===== config.mk =====
export PLATFORM = sky130hd
export DESIGN_NAME = mux_arbiter
export DESIGN_NICKNAME = d
export VERILOG_FILES = /design/src/rtl/mux_arbiter_pkg.sv /design/src/rtl/mux_arbiter_mux2.sv /design/src/rtl/mux_arbiter.sv
export SDC_FILE = /design/constraint.sdc
export NUM_CORES = 1
export LEC_CHECK = 0
export ABC_CLOCK_PERIOD_IN_PS = 2250
export CORE_UTILIZATION = 35
export DETAILED_ROUTE_END_ITERATION = 8
export PLACE_DENSITY = 0.76
export SETUP_SLACK_MARGIN = 0.2
export SYNTH_ARGS = -nofsm -noshare
export SYNTH_HDL_FRONTEND = slang
export SYNTH_HIERARCHICAL = 1
export SYNTH_SLANG_ARGS = --single-unit
export TNS_END_PERCENT = 10

===== constraint.sdc =====
create_clock -name clk -period 2.25 [get_ports clk]
set_clock_uncertainty 0.2 [all_clocks]
set_input_delay 0.45 -clock clk [delete_from_list [all_inputs] [get_ports clk]]
set_output_delay 0.45 -clock clk [all_outputs]
set_load 0.1 [all_outputs]

===== src/rtl/mux_arbiter_pkg.sv =====
// Shared types and constants for the mux_arbiter block.
//   state_t      : arbiter FSM encoding (IDLE / GRANT_A / GRANT_B)
//   SEL_A, SEL_B : mux select values steering requester A or B
package mux_arbiter_pkg;

  typedef enum logic [1:0] {
    IDLE    = 2'd0,
    GRANT_A = 2'd1,
    GRANT_B = 2'd2
  } state_t;

  localparam logic SEL_A = 1'b0;
  localparam logic SEL_B = 1'b1;

endpackage


===== src/rtl/mux_arbiter_mux2.sv =====
// Single-bit 2:1 mux cell shared by the arbiter datapath.
//   out : selected bit
//   a   : input chosen when sel = 0
//   b   : input chosen when sel = 1
//   sel : select
module mux_arbiter_mux2 (
  output logic out,
  input  logic a,
  input  logic b,
  input  logic sel
);

  assign out = sel ? b : a;

endmodule


===== src/rtl/mux_arbiter.sv =====
// Round-robin arbiter sharing one 2:1 mux datapath between requesters A and B.
// A grant is held until the granted requester's last beat is accepted; steered
// beats land in a one-entry valid/ready output register.
//   clk, rst_n                 : clock, asynchronous active-low reset
//   req_x, data_x, last_x      : requester beat (x = a, b)
//   ready_x                    : beat from x accepted when req_x & ready_x
//   out_valid/out_data/out_last: registered output beat
//   out_ready                  : sink accepts when out_valid & out_ready
//   sel                        : mux select (0 = A, 1 = B)
//   busy                       : a grant is active
module mux_arbiter
  import mux_arbiter_pkg::*;
#(
  parameter int DATA_W = 8
) (
  input  logic              clk,
  input  logic              rst_n,
  input  logic              req_a,
  input  logic [DATA_W-1:0] data_a,
  input  logic              last_a,
  output logic              ready_a,
  input  logic              req_b,
  input  logic [DATA_W-1:0] data_b,
  input  logic              last_b,
  output logic              ready_b,
  output logic              out_valid,
  output logic [DATA_W-1:0] out_data,
  output logic              out_last,
  input  logic              out_ready,
  output logic              sel,
  output logic              busy
);

  state_t            state;
  state_t            next_state;
  logic              prio;
  logic              slot_free;
  logic              accept;
  logic [DATA_W:0]   mux_in_a;
  logic [DATA_W:0]   mux_in_b;
  logic [DATA_W:0]   mux_out;

  // Payload and last flag travel together; bit DATA_W is the last flag.
  assign mux_in_a  = {last_a, data_a};
  assign mux_in_b  = {last_b, data_b};
  assign slot_free = !out_valid || out_ready;
  assign accept    = (req_a && ready_a) || (req_b && ready_b);

  for (genvar i = 0; i <= DATA_W; i++) begin : g_mux
    mux_arbiter_mux2 u_mux (
      .out (mux_out[i]),
      .a   (mux_in_a[i]),
      .b   (mux_in_b[i]),
      .sel (sel)
    );
  end

  always_ff @(posedge clk or negedge rst_n) begin
    if (!rst_n) begin
      state <= IDLE;
    end else begin
      state <= next_state;
    end
  end

  // sel already points at the granted requester, so the mux output's last
  // bit is the granted requester's last flag.
  always_comb begin
    next_state = state;
    case (state)
      IDLE: begin
        if (req_a && (!req_b || !prio)) begin
          next_state = GRANT_A;
        end else if (req_b) begin
          next_state = GRANT_B;
        end
      end
      GRANT_A, GRANT_B: begin
        if (accept && mux_out[DATA_W]) begin
          next_state = IDLE;
        end
      end
      default: next_state = IDLE;
    endcase
  end

  always_comb begin
    ready_a = (state == GRANT_A) && slot_free;
    ready_b = (state == GRANT_B) && slot_free;
    busy    = (state != IDLE);
  end

  // sel changes only when a grant is issued; prio flips to the other
  // requester when a grant ends.
  always_ff @(posedge clk or negedge rst_n) begin
    if (!rst_n) begin
      sel  <= SEL_A;
      prio <= 1'b0;
    end else begin
      if (state == IDLE && next_state != IDLE) begin
        sel <= (next_state == GRANT_B) ? SEL_B : SEL_A;
      end
      if (state != IDLE && next_state == IDLE) begin
        prio <= (state == GRANT_A);
      end
    end
  end

  always_ff @(posedge clk or negedge rst_n) begin
    if (!rst_n) begin
      out_valid <= 1'b0;
      out_data  <= '0;
      out_last  <= 1'b0;
    end else if (accept) begin
      out_valid <= 1'b1;
      out_data  <= mux_out[DATA_W-1:0];
      out_last  <= mux_out[DATA_W];
    end else if (out_ready) begin
      out_valid <= 1'b0;
    end
  end

endmodule


Word-level counts from Yosys, hierarchy flattened
Cells that the tools add are included.

word-level totals
  register bits after elaboration = 14
  bits of input ports = 23
  output and inout bits = 14
  logic and storage cells = 45

operators by class
  eq/ne operators = 3
  multiplexer cells = 16
  reductions and logical operators = 20

operator list
  kind                                                 number
  two-way mux 1 bit                                    12
  logical AND 1 bit                                    8
  two-way mux 2 bit                                    3
  nonzero test 2 bit                                   3
  equality test 2 bit, second input constant           2
  zero test 2 bit                                      2
  one-hot mux 2 bit (2 select lines)                   1
  zero test 1 bit                                      3
  logical OR 1 bit                                     3
  equality test 2 x 1 -> 1 bit, second input constant  1
  OR reduction 2 bit                                   1

Depth between registers and ports, before layout
  depth in word-level cells = 10
  mapped depth = 6
  gate-level depth less buffers = 6

By module
Netlist, hierarchy kept.

by module, submodules not included
  module            instances  cells an instance  area each (um^2)  seq. area each (um^2)
  mux_arbiter       1          56                 696.9             350.3
  mux_arbiter_mux2  9          1                  15.0              0.0

Worst setup path after synthesis
Ideal clock, no wire load.

  path kind = register -> register
  start = reg sel
  end = reg prio
  library setup time = 0.127 ns
  data arrival time = 2.220 ns
  required time = 1.923 ns
  setup slack = -0.297 ns
  stages on the path, launching flop included = 5
  path buffers = 0
  period minus slack after synthesis = 2.547 ns
  path through = dfrtp_1 > mux2_4 > a311oi_4 > a21oi_2 > mux2_1

between the ends
  cells in the longest elaborated chain, start to end = 6

ends and longest elaborated chain
  element                             line                    source
  from (decl)                         mux_arbiter.sv:30       output logic sel,
  from (signal assigned)              mux_arbiter.sv:101      sel <= (next_state == GRANT_B) ? SEL_B : SEL_A;
  two-way mux 1 bit                   mux_arbiter_mux2.sv:13  assign out = sel ? b : a;
  via mux_out[8]                      mux_arbiter.sv:41       logic [DATA_W:0] mux_out;
  logical AND 1 bit                   mux_arbiter.sv:79       if (accept && mux_out[DATA_W]) begin
  two-way mux 2 bit                   mux_arbiter.sv:79
  one-hot mux 2 bit (2 select lines)  mux_arbiter.sv:70       case (state)
  zero test 2 bit                     mux_arbiter.sv:103      if (state != IDLE && next_state == IDLE) begin
  logical AND 1 bit                   mux_arbiter.sv:103
  to (signal assigned)                mux_arbiter.sv:104      prio <= (state == GRANT_A);
  to (decl)                           mux_arbiter.sv:36       logic prio;

The timed path passes the listed nets, and every way through them passes these cells.
A chain may end at the register's enable or synchronous reset.

Worst setup path after layout
  start = in out_ready
  end = out ready_a

between the ends
  cells in the longest elaborated chain, start to end = 2

ends and longest elaborated chain
  element            line               source
  from (decl)        mux_arbiter.sv:29  input logic out_ready,
  logical OR 1 bit   mux_arbiter.sv:46  assign slot_free = !out_valid || out_ready;
  logical AND 1 bit  mux_arbiter.sv:88  ready_a = (state == GRANT_A) && slot_free;
  to (decl)          mux_arbiter.sv:21  output logic ready_a,

No other way between the ends.

==> impl_metrics.ini <==
[outcome]
status = complete, no violations

[critical_path]
critPathArrivalTime_ps = 1380
max_stage_delay_ps = 450
path_class = in -> out
crit_chain = clkdlybuf4s50_1 > nand2b_4 > and2_4 > buf_12
critical_path.max_fanout = 5
critPathRequiredTime_ps = 1600
startpoint_type = input port
crit_family = buffers and inverters
end_kind = primary output
cpMaxStageDelayCell = clkdlybuf4s50_1
path_buf_inv = 2

[clocking]
htreeDepth = 1
cts_tree = done
clk_path_buf_depth = 2
cts_made_buffers = 3
clk_latency_ps = 270
clkSlewWorstSetupHoldPaths_ps = 80
clockRootBuffer = clkbuf_4
cts_sinks = 14

[yosys]
yosys-top-cells-area = dfrtp_1 (42%), mux2_4 (16%), mux2_2 (12%), ha_1 (6.0%), a311oi_4 (3.2%)
syn_nets = 92
synthCells = 65
synthDominantCellAreaShare = 0.4211
yosys_warnings = 6
syn-cell-area_sq_um = 832.0
ys_seq_area_frac = 0.4211
yosys.area.top_type = dfrtp_1
syn_avg_cell_area_sq_um = 12.80
yosys_register_bits = 14
ys_types = 19

[finish]
syn_to_final_growth_pct = 61.65
nets = 137
n_antenna_cell = 0
final_common_cell = clkdlybuf4s50_1
n_fill_cell = 174
drive_gt1_frac = 0.4907
mostFrequentLayoutCells = clkdlybuf4s50_1 (22), buf_4 (14), dfrtp_1 (11)

[timing]
max_freq_mhz = 493.6
period_share = 0.9004
hold_violations = 0
setup_violations = 0
fin_crit_ps = 2026
rsz0062_at_grt = true
setup_tns_ps = 0
worst_pin_slew_ps = 625.8
slew_headroom = 0.5815
slew_viol_final = 0

[die]
start_util = 0.3725
die-area_sq_um = 2576
row_count = 17
core-area_sq_um = 2233
die_y_um = 50.76
boundaryPins = 37
die_width_um = 50.76

[place]
place_congestion = 0.8432
place_hpwl_mm = 1.393
port_buffers = 36

[drt]
drt-initial-drc-count = 8
avgRoutedWirePerCell_um = 14.01
dr.pass1.iters = 4
vias = 682
totalWireLength_mm = 1.906
viasPerCell = 5.015
drc = 0
ant_nets = 0

[global_routing]
grt_overflow = 0
grt_use_total = 0.1644
grt_pass1_vias = 672
grt_pass1_wl_mm = 3.049
grt_max_degree = 15
antenna_found_initial = 0

[job]
cap_violations = 0

[worst_hold_path]
min_path_type = reg -> reg
-- repair_timing --
item / in CTS / in global routing
setup endpoints to repair: 4 / 14
setup buffers: 2 / 0
resized for setup: 3 / 7
pin swaps: 0 / 1
hold buffers: 0 / 0
-- cell families after synthesis --
family / after synthesis / synth area share
flip-flops: 14 / 0.4211
buffers and inverters: 7 / 0.03308
AO/OA/AOI/OAI: 12 / 0.1293
adder cells (fa/ha/maj): 4 / 0.06015
AND/OR/NAND/NOR: 9 / 0.05865
multiplexers: 19 / 0.2977
-- worst register-to-register path: cells and delay by family, from the launching register on --
family,cells,cell delay (ps)
mux,2,670
flops,1,590
compound gates,2,440
-- routing by layer --
layer | track usage | up-vias | share of wire
met3 | 0.03636 | 2 | 0.081
met2 | 0.3022 | 34 | 0.48
li1 | - | 321 | -
met4 | 0.05556 | 0 | 0.0052
met5 | 0 | - | 0
met1 | 0.1846 | 325 | 0.43
-- cells in the mapped netlist (all sizes together) --
master,instances
mux2,19
dfrtp,14
inv,6
ha,4
and2,3
nand2b,3
o21ai,3
a21oi,2
a22o,2
a2bb2oi,2
nand2,2
a311o,1
a311oi,1
buf,1
nor2,1
o21bai,1
-- worst paths after layout --
kind                       slack (ps)         from     endpoint  cells past startpoint
setup / recovery                  220    out_ready      ready_a                      4
setup reg to reg                  230          sel         prio                      4
max in group asynchronous        1030        rst_n          sel                      1
hold / removal                    310  out_data[6]  out_data[6]                      1
min in group asynchronous         360        rst_n  out_data[0]                      1
hold reg to reg                   310  out_data[6]  out_data[6]                      1
-- final cells by class --
cell class	count	area, sq um	area share
Tap cell	28	35.03	0.02605
Inverter	6	22.52	0.01674
Timing Repair Buffer	41	425.4	0.3163
Sequential cell	14	356.6	0.2651
Multi-Input combinational cell	44	483.0	0.3591
Clock buffer	3	22.52	0.01674
-- sequential cells by signal (all words and copies together), names as in the netlist --
register and flops:
out_data 8, out_valid 1, sel 1, prio 1, out_last 1, state 2
-- per-stage QoR --
step | cells | area, sq um | setup WS (ps) | hold slack, ps | util
floorplan | 65 | 839.6 | 236.5 | -45.59 | -
global placement | 131 | 1280 | 61.02 | 293.3 | 0.5731
detailed placement | 131 | 1280 | 26.41 | 298.4 | 0.5731
CTS | 136 | 1328 | 192.0 | 316.9 | 0.5944
global route | 136 | 1345 | 189.9 | 333.7 | 0.6022
finish | 136 | 1345 | 224.2 | 312.9 | 0.6022
Power is not shown: default switching activity piles up to over one toggle a cycle in this logic, so the estimate is an artifact.
